==> src/rtl/fifo_prog.sv <==
// Single-clock FWFT FIFO with occupancy count, programmable almost flags, flush and sticky errors.
// Head data is visible the cycle after the write; a push while full is dropped unless a pull happens in the same cycle.
module fifo_prog #(
  parameter int WIDTH    = 32,
  parameter int DEPTH    = 15,
  parameter int AF_LEVEL = 12,
  parameter int AE_LEVEL = 2
) (
  input  logic                       clk,
  input  logic                       rst,
  input  logic                       push,
  input  logic [WIDTH-1:0]           datain,
  input  logic                       pull,
  output logic [WIDTH-1:0]           dataout,
  output logic                       full,
  output logic                       empty,
  output logic [$clog2(DEPTH+1)-1:0] count,
  output logic                       almost_full,
  output logic                       almost_empty,
  input  logic                       flush,
  output logic                       overflow,
  output logic                       underflow,
  input  logic                       err_clr
);

  localparam int CW = $clog2(DEPTH+1);
  localparam int PW = $clog2(DEPTH);
  localparam logic [PW-1:0] LAST = PW'(DEPTH-1);

  logic [WIDTH-1:0] mem [DEPTH];
  logic [PW-1:0]    wr_ptr;
  logic [PW-1:0]    rd_ptr;
  logic             wr_en;
  logic             rd_en;
  logic             push_rej;
  logic             pull_rej;

  // A pull on a full FIFO frees the slot the simultaneous push lands in.
  assign wr_en    = push && (!full || pull);
  assign rd_en    = pull && !empty;
  assign push_rej = push && full && !pull;
  assign pull_rej = pull && empty;

  always_ff @(posedge clk) begin
    if (rst) begin
      wr_ptr    <= '0;
      rd_ptr    <= '0;
      count     <= '0;
      overflow  <= 1'b0;
      underflow <= 1'b0;
    end else if (flush) begin
      wr_ptr <= '0;
      rd_ptr <= '0;
      count  <= '0;
    end else begin
      if (wr_en) wr_ptr <= (wr_ptr == LAST) ? '0 : wr_ptr + 1'b1;
      if (rd_en) rd_ptr <= (rd_ptr == LAST) ? '0 : rd_ptr + 1'b1;
      case ({wr_en, rd_en})
        2'b10:   count <= count + 1'b1;
        2'b01:   count <= count - 1'b1;
        default: count <= count;
      endcase
      // A new error in the same cycle as err_clr keeps the flag set.
      if (push_rej)     overflow <= 1'b1;
      else if (err_clr) overflow <= 1'b0;
      if (pull_rej)     underflow <= 1'b1;
      else if (err_clr) underflow <= 1'b0;
    end
  end

  always_ff @(posedge clk) begin
    if (!rst && !flush && wr_en) mem[wr_ptr] <= datain;
  end

  assign full         = (count == CW'(DEPTH));
  assign empty        = (count == '0);
  assign almost_full  = (count >= CW'(AF_LEVEL));
  assign almost_empty = (count <= CW'(AE_LEVEL));
  assign dataout      = empty ? '0 : mem[rd_ptr];

endmodule

==> config.mk <==
export PLATFORM = sky130hd
export DESIGN_NAME = fifo_prog
export DESIGN_NICKNAME = d
export VERILOG_FILES = /design/src/rtl/fifo_prog.sv
export SDC_FILE = /design/constraint.sdc
export NUM_CORES = 1
export LEC_CHECK = 0
export BUFFER_PORTS_ARGS = -buffer_cell sky130_fd_sc_hd__buf_2
export CAP_MARGIN = 10
export CORE_UTILIZATION = 30
export CTS_CLUSTER_DIAMETER = 150
export CTS_CLUSTER_SIZE = 12
export DETAILED_ROUTE_END_ITERATION = 8
export PLACE_DENSITY = 0.42
export SLEW_MARGIN = 20
export SYNTH_ARGS = -nofsm -noshare
export SYNTH_HDL_FRONTEND = slang
export SYNTH_SLANG_ARGS = --single-unit
==> constraint.sdc <==
create_clock -name clk -period 6.7 [get_ports clk]
set_clock_uncertainty 0.2 [all_clocks]
set_input_delay 1.34 -clock clk [delete_from_list [all_inputs] [get_ports clk]]
set_output_delay 1.34 -clock clk [all_outputs]
set_load 0.01 [all_outputs]
==> results of run 1 <==
[flip-flops by register name, indices dropped and copies added, names as in the netlist, named ones only]
signal	flops
overflow	1
count	4
mem	480
rd_ptr	4
wr_ptr	4
underflow	1
[logic make-up (layout without fill, tap and decap cells)]
logic type | count (synthesis) | count (layout) | share of synthesized area
xor gates and xnor gates | 3 | 3 | 0.00137
AOI/OAI and AO/OA | 122 | 122 | 0.0502
other | 0 | 1 | 0
buffers and inverters | 54 | 177 | 0.0152
muxes | 131 | 131 | 0.131
DFF | 498 | 498 | 0.771
and+or+nand+nor | 118 | 118 | 0.0291
adders and majority gates | 3 | 3 | 0.00196
[power by group through the flow]
stage,sequential (uW),combinational (uW),clock [uW]
after CTS,3430,183,2460
after global routing,3430,196,2550
final,3430,177,2370
after global placement,3490,181,0
after detailed placement,3500,183,0
after floorplan,3490,84.6,0
[placed cells by master (no fill, tap or decap), types with 2 or more instances in the layout]
cell,Yosys,routed
a32oi_1,2,2
nor2_4,0,4
clkbuf_16,0,48
a22oi_1,34,34
or2_2,2,2
mux2i_1,35,35
buf_12,3,2
or3_1,2,2
nand2_1,74,74
xor2_1,3,3
ha_1,3,3
dfxtp_1,18,16
nor2_1,11,7
o21ai_0,37,37
a22oi_2,30,30
dfxtp_4,0,2
buf_4,3,32
edfxtp_1,480,480
clkbuf_1,22,7
nor3b_4,0,2
nor4_2,0,8
nor3_2,0,4
mux4_2,96,96
a21oi_1,9,9
o211ai_1,4,4
inv_1,4,4
nor4bb_1,2,2
nand3b_1,2,2
buf_2,17,79
nand2b_1,2,2
[area by class of cell]
| class | count | area (um^2) |
|---|---|---|
| clock inverters | 3 | 33.8 |
| inverters | 5 | 18.8 |
| repair buffers | 114 | 703 |
| diodes | 1 | 2.50 |
| clock buffers | 55 | 1230 |
| fillers | 5999 | 41000 |
| multi-input cells | 377 | 4210 |
| flip-flops and latches | 498 | 14800 |
| well taps | 846 | 1060 |
[per-stage QoR]
step | hold slack (ns) | worst slack [ns] | area (um^2)
after floorplan | 0.296 | 0.978 | 19200
after global placement | 0.283 | 1.98 | 20700
after detailed placement | 0.280 | 1.89 | 20700
after CTS | 0.301 | 1.90 | 22000
after global routing | 0.337 | 1.81 | 22000
final | 0.291 | 2.06 | 22000
[routing by layer]
metal / GRT usage / routed length (um) / vias to the layer above
li1: - / - / 4053
met1: 0.201 / 21200 / 4958
met2: 0.229 / 21700 / 157
met3: 0.0205 / 1460 / 68
met4: 0.0407 / 1010 / 0
met5: 0 / 0 / -
[path summary, 6_finish.rpt]
path | startpoint | depth (start not counted) | endpoint | slack, ns
max | flop | 5 | dataout[0] | 2.06
min | overflow$_SDFFE_PP0P_ | 2 | overflow$_SDFFE_PP0P_ | 0.29
max reg2reg | count[0]$_SDFFE_PP0P_ | 5 | mem[1][27]$_DFFE_PP_ | 3.24
min reg2reg | overflow$_SDFFE_PP0P_ | 2 | overflow$_SDFFE_PP0P_ | 0.29
[critical path: cells and delay by family, from the launching register on]
family                 cells  cell delay [ns]
multiplexers               1             0.39
flip-flops                 1             0.95
AO/OA/AOI/OAI              1             0.20
AND/OR/NAND/NOR            1             0.13
buffers and inverters      2             0.78
==> results_dict.tcl, run 1 <==
set metrics [dict create \
    drt_iter0_markers 713 \
    p_leak_uw 0.00673 \
    crit_slowest_cell "dfxtp_4" \
    row_count 92 \
    ctsHoldBuffers 0 \
    synth_top_cell_area_share 0.752 \
    avgRoutedWirePerCell_um 23.9 \
    core_um2 63100 \
    syn_inst 929 \
    gp_congestion 0.708 \
    cp-start-kind "flop" \
    ys.flop_type "edfxtp_1" \
    grt_pass1_vias 9751 \
    synth_seq_cells 498 \
    synth-edff-count 480 \
    grt_usage 0.143 \
    cts_tree "yes" \
    period_minus_slack_ns 4.64 \
    worstPathRequired_ns 5.16 \
    drc 0 \
    maxSlewViolCount 0 \
    clkPwrFrac 0.397 \
    ant_nets 0 \
    crit_chain "buf_4 -> mux4_2 -> a22oi_1 -> nand2_1 -> buf_2" \
    netlist_area_um2 19200 \
    via_per_inst 4.86 \
    grt_pass1_wl_mm 66.9 \
    wirelength_mm 45.4 \
    ys.warnings.count 0 \
    p_seq_frac 0.574 \
    die_w_um 255 \
    comb_power_share 0.030 \
    cp-end-kind "output port" \
    area_delta_synth_final_pct 15.0 \
    hold_path.class "reg2reg" \
    netSwitchingFraction 0.203 \
    cellInternalPower_uw 4760 \
    period_share 0.692 \
    synth_area_leader_cell "edfxtp_1" \
    rsz0062_at_grt "no" \
    first_pass_iters 5 \
    io_pins 80 \
    final_net_count 1084 \
    synth_common_cells "edfxtp_1, mux4_2, nand2_1, o21ai_0, mux2i_1" \
    drive_gt1_frac 0.303 \
    clk_pin_slew_ns 0.06 \
    max-slew-margin-rel 0.324 \
    antenna_found_initial 3 \
    synth_nets 970 \
    finalSetupViolations 0 \
    yosys-top-cells-area "edfxtp_1, mux4_2, a22oi_2" \
    clk_latency_ns 0.57 \
    vias 9236 \
    total_power_uw 5970 \
    cts_setup_buffers 0 \
    yosysSeqAreaShare 0.771 \
    synthDistinctLibCells 45 \
    switching_power_uw 1220 \
    final_util 0.349 \
    ctsResizeCount 0 \
    root_buffer "clkbuf_16" \
    post-dp-hpwl_mm 24.3 \
    overflow 0 \
    status "complete, no violations" \
    fin_setup_tns_ns 0 \
    critPathKind "reg2out" \
    io_buffers 79 \
    cts.path.max_buffers 3 \
    grt_max_degree 67 \
    numCtsBuffers 47 \
    die_y_um 255 \
    yosysMostFrequentCell "edfxtp_1" \
    fin_cells 1899 \
    h-tree-depth 2 \
    p_per_area_nw_per_um2 271 \
    clock-sinks 498 \
    dp.cells 1839 \
    hold_violations 0 \
    path_max_fanout 66 \
    dieArea_um2 64900 \
    initial_core_util 0.304 \
    critical_path_arrival_ns 3.10 \
    ir_worst_vdd_mv 0.147 \
    cpPeakStageDelay_ns 0.95 \
    fmax_mhz 216 \
    maxCapViolCount 0 \
    worst_pin_slew_ns 1.01 \
    postSynthAreaPerCell_um2 20.6 \
    synthArstFlopShare 0 \
]
No activity file was read; power rests on OpenSTA's default activity.
==> inputs of run 2 (changes only) <==
Settings changed: PLACE_DENSITY 0.42 to 0.43.
Clock period 6.7 ns to 3.7 ns, I/O delays scaled along.
==> results_dict.tcl, run 2 (synthesized netlist as in run 1, its figures left out) <==
set metrics [dict create \
    critPathKind "reg2out" \
    maxCapViolCount 0 \
    largest-register "mem" \
    clk_latency_ns 0.60 \
    grt-busiest-layer "met2" \
    grt_pass1_wl_mm 67.2 \
    worstPathRequired_ns 2.76 \
    dieArea_um2 64900 \
    final_common_cell "edfxtp_1" \
    hold_depth 2 \
    whs_ns 0.174 \
    globalRouteMet1Util 0.208 \
    max-slew-margin-rel 0.311 \
    antenna_found_initial 1 \
    cp-start-kind "flop" \
    period_share 0.957 \
    final_net_count 1094 \
    root_buffer "clkbuf_16" \
    ctsHoldBuffers 0 \
    maxSlewViolCount 0 \
    avgRoutedWirePerCell_um 23.8 \
    numCtsBuffers 47 \
    wirelength_mm 45.7 \
    first_pass_iters 4 \
    finalSetupViolations 0 \
    overflow 0 \
    largest_reg_flops 480 \
    fin_setup_tns_ns 0 \
    rsz0062_at_grt "no" \
    drive_gt1_frac 0.307 \
    vias 9251 \
    diodes 0 \
    use_met3 0.0269 \
    path_max_fanout 15 \
    cp-end-kind "output port" \
    area_delta_synth_final_pct 16.5 \
    io_pins 80 \
    clk_pin_slew_ns 0.07 \
    ant_nets 0 \
    gp_congestion 0.685 \
    cts.path.max_buffers 3 \
    critical_path_arrival_ns 2.60 \
    die_y_um 255 \
    fmax_mhz 283 \
    p_leak_uw 0.00684 \
    grt_pass1_vias 9752 \
    grt_util_met2 0.222 \
    p_per_area_nw_per_um2 489 \
    ir_worst_vdd_mv 0.326 \
    core_um2 63100 \
    drt_iter0_markers 751 \
    ctsResizeCount 0 \
    cts_tree "yes" \
    initial_core_util 0.304 \
    period_minus_slack_ns 3.54 \
    cts_setup_buffers 0 \
    post-dp-hpwl_mm 25.0 \
    row_count 92 \
    io_buffers 79 \
    mostFrequentLayoutCells "edfxtp_1, mux4_2, buf_2" \
    clock-sinks 498 \
    rr_worst_depth 10 \
    drc 0 \
    via_per_inst 4.82 \
    status "complete, no violations" \
    hold_path.class "in2reg" \
    hold_violations 0 \
    die_w_um 255 \
    grt_max_degree 84 \
    grt_usage 0.143 \
    worst_pin_slew_ns 1.03 \
    h-tree-depth 2 \
]
==> run 2: cell count changes in the layout (fill, tap and decap cells not counted), moves of 8 or more <==
cell / delta
nor4_2: -8
nor4_4: +8
buf_12: +9
clkbuf_1: +11
==> run 2: where the power goes <==
part           switching (uW)  internal (uW)  leakage, uW  total, uW
sequential               11.2           6190      0.00447       6200
clock                    2050           2330     0.000627       4380
combinational             218            115      0.00174        333
==> run 2: final cells by class <==
cell class	count	area, um^2
fill	5971	40800
clock buffer	65	1240
inverter	5	18.8
tap	846	1060
multi-input combinational	377	4280
timing repair buffer	124	875
sequential	498	14800
clock inverter	4	63.8
==> run 2: path summary, 6_finish.rpt <==
kind | startpoint | to | slack (ns)
max | count[2]$_SDFFE_PP0P_ | dataout[4] | 0.16
min | rst | overflow$_SDFFE_PP0P_ | 0.17
max reg2reg | count[2]$_SDFFE_PP0P_ | count[2]$_SDFFE_PP0P_ | 0.79
min reg2reg | overflow$_SDFFE_PP0P_ | overflow$_SDFFE_PP0P_ | 0.30
==> run 2: critical path: stages (launching register included) <==
cell	delay, ns
dfxtp_1	0.39
or4_4	0.57
inv_2	0.16
nor3b_4	0.06
buf_4	0.25
a22oi_2	0.30
nand2_1	0.12
buf_2	0.16
==> run 2: metal layers <==
layer / vias to the layer above / part of all wire
met5: - / 0
met4: 0 / 0.015
met3: 46 / 0.044
met2: 172 / 0.47
met1: 4953 / 0.48
li1: 4080 / -
==> run 2: metrics by stage <==
stage	area (um^2)	worst slack, ns	cells	utilization	total power (uW)
2_1_floorplan	19300	-0.597	929	-	6480
3_3_place_gp	21000	0.733	1850	0.333	6660
3_5_place_dp	21000	0.678	1850	0.333	6660
4_1_cts	22300	0.0482	1919	0.354	11100
5_1_grt	22300	0.0425	1919	0.354	11300
6_report	22300	0.160	1919	0.354	10900
==> inputs of run 3 (changes only) <==
Settings changed: CORE_MARGIN set to 3, CTS_BUF_LIST set to sky130_fd_sc_hd__clkbuf_4 sky130_fd_sc_hd__clkbuf_8.
==> results_dict.tcl, run 3 (synthesized netlist as in run 1, its figures left out) <==
set metrics [dict create \
    status "complete, no violations" \
    finalSetupViolations 0 \
    critical_path_arrival_ns 2.65 \
    drive_gt1_frac 0.321 \
    area_delta_synth_final_pct 13.8 \
    maxCapViolCount 0 \
    wirelength_mm 45.1 \
    grt_max_degree 68 \
    clk_latency_ns 0.63 \
    fillers 6036 \
    core_um2 63100 \
    hold_path.class "in2reg" \
    path_max_fanout 32 \
    via_per_inst 4.76 \
    root_buffer "clkbuf_8" \
    first_pass_iters 5 \
    io_buffers 79 \
    grt_usage 0.136 \
    cpPeakStageDelay_ns 0.59 \
    final_net_count 1097 \
    antenna_found_initial 1 \
    dieArea_um2 66900 \
    initial_core_util 0.304 \
    max-slew-margin-rel 0.495 \
    seqCellArea_um2 14800 \
    rsz0062_at_grt "yes" \
    crit_chain "or4_4 -> and3_4 -> a22oi_2 -> nand2_1 -> buf_2" \
    hold_depth 2 \
    drt_iter0_markers 571 \
    cts.path.max_buffers 3 \
    p_leak_uw 0.00662 \
    overflow 0 \
    drc 0 \
    grt_pass1_wl_mm 66.8 \
    critPathKind "reg2out" \
    cp-start-kind "flop" \
    maxSlewViolCount 0 \
    worst_pin_slew_ns 0.758 \
    ir_worst_vdd_mv 0.245 \
    largest-register "mem" \
    io_pins 80 \
    crit_slowest_cell "or4_4" \
    multi_input_area_um2 4300 \
    die_w_um 259 \
    cts_tree "yes" \
    cts_setup_buffers 0 \
    row_count 92 \
    largest_reg_flops 480 \
    total_power_uw 9540 \
    whs_endpoint "overflow$_SDFFE_PP0P_" \
    period_minus_slack_ns 3.59 \
    cp-end-kind "output port" \
    vias 9097 \
    gp_congestion 0.697 \
    die_y_um 259 \
    ant_nets 0 \
    grt_pass1_vias 9801 \
    rrSetupSlack_ns 0.74 \
    r2r-end "count[2]$_SDFFE_PP0P_" \
    period_share 0.970 \
    fin_setup_tns_ns 0 \
    numCtsBuffers 47 \
    h-tree-depth 2 \
    hold_start "rst" \
    post-dp-hpwl_mm 25.2 \
    final_util 0.346 \
    hold_violations 0 \
    r2r_start "count[2]$_SDFFE_PP0P_" \
    mostFrequentLayoutCells "edfxtp_1, mux4_2, buf_2" \
    clk_pin_slew_ns 0.09 \
    clock-sinks 498 \
    avgRoutedWirePerCell_um 23.6 \
    rr_worst_depth 10 \
    final_common_cell "edfxtp_1" \
    fmax_mhz 279 \
    worstPathRequired_ns 2.76 \
    p_per_area_nw_per_um2 438 \
]
[run 3: area by class of cell]
cell class                      count  share of cell area
Antenna cell                        1            0.000115
Clock buffer                       54              0.0321
Clock inverter                      3             0.00120
Inverter                            5            0.000975
Multi-Input combinational cell    377               0.197
Sequential cell                   498               0.678
Tap cell                          846              0.0485
Timing Repair Buffer              127              0.0421
[run 3: worst max-delay path by stage]
| stage | cells after the start | from | slack [ns] | end |
|---|---|---|---|---|
| after floorplan | 3 | flush | -0.60 | mem[3][0]$_DFFE_PP_ |
| after global placement | 5 | flop | 0.67 | dataout[17] |
| after detailed placement | 7 | count[2]$_SDFFE_PP0P_ | 0.67 | dataout[16] |
| after CTS | 5 | flop | 0.01 | dataout[17] |
| after global routing | 5 | count[2]$_SDFFE_PP0P_ | -0.03 | dataout[27] |
| final | 5 | count[2]$_SDFFE_PP0P_ | 0.11 | dataout[27] |
[run 3: timing repair]
action,4_1_cts,5_1_grt
resized for setup,3,5
hold buffers,0,0
cloned,0,1
endpoints found under the setup margin,3,15
[run 3: layer usage]
layer,vias up,part of all wire,GRT usage
li1,4058,-,-
met1,4819,0.47,0.192
met2,169,0.48,0.217
met3,51,0.038,0.0202
met4,0,0.018,0.0388
met5,-,0,0
[run 3: worst max-delay path, delay by kind of cell (launching register included)]
family	cells	cell delay, ns
flops	1	0.40
simple gates	3	1.18
buf+inv	1	0.17
compound gates	1	0.28
[run 3: per-stage QoR]
step	instances	area [um^2]	hold WS [ns]	worst slack (ns)
5_1_grt	1911	21800	0.0873	-0.0282
3_3_place_gp	1851	21000	0.277	0.670
6_report	1911	21800	0.120	0.111
4_1_cts	1908	21800	0.0437	0.00961
3_5_place_dp	1851	21000	0.289	0.668
2_1_floorplan	929	19300	0.296	-0.597
[run 3: power breakdown]
group          internal [uW]  switching, uW  leakage, uW
Sequential              6180           12.2      0.00447
Clock                   1230           1780     0.000383
Combinational            118            220      0.00177
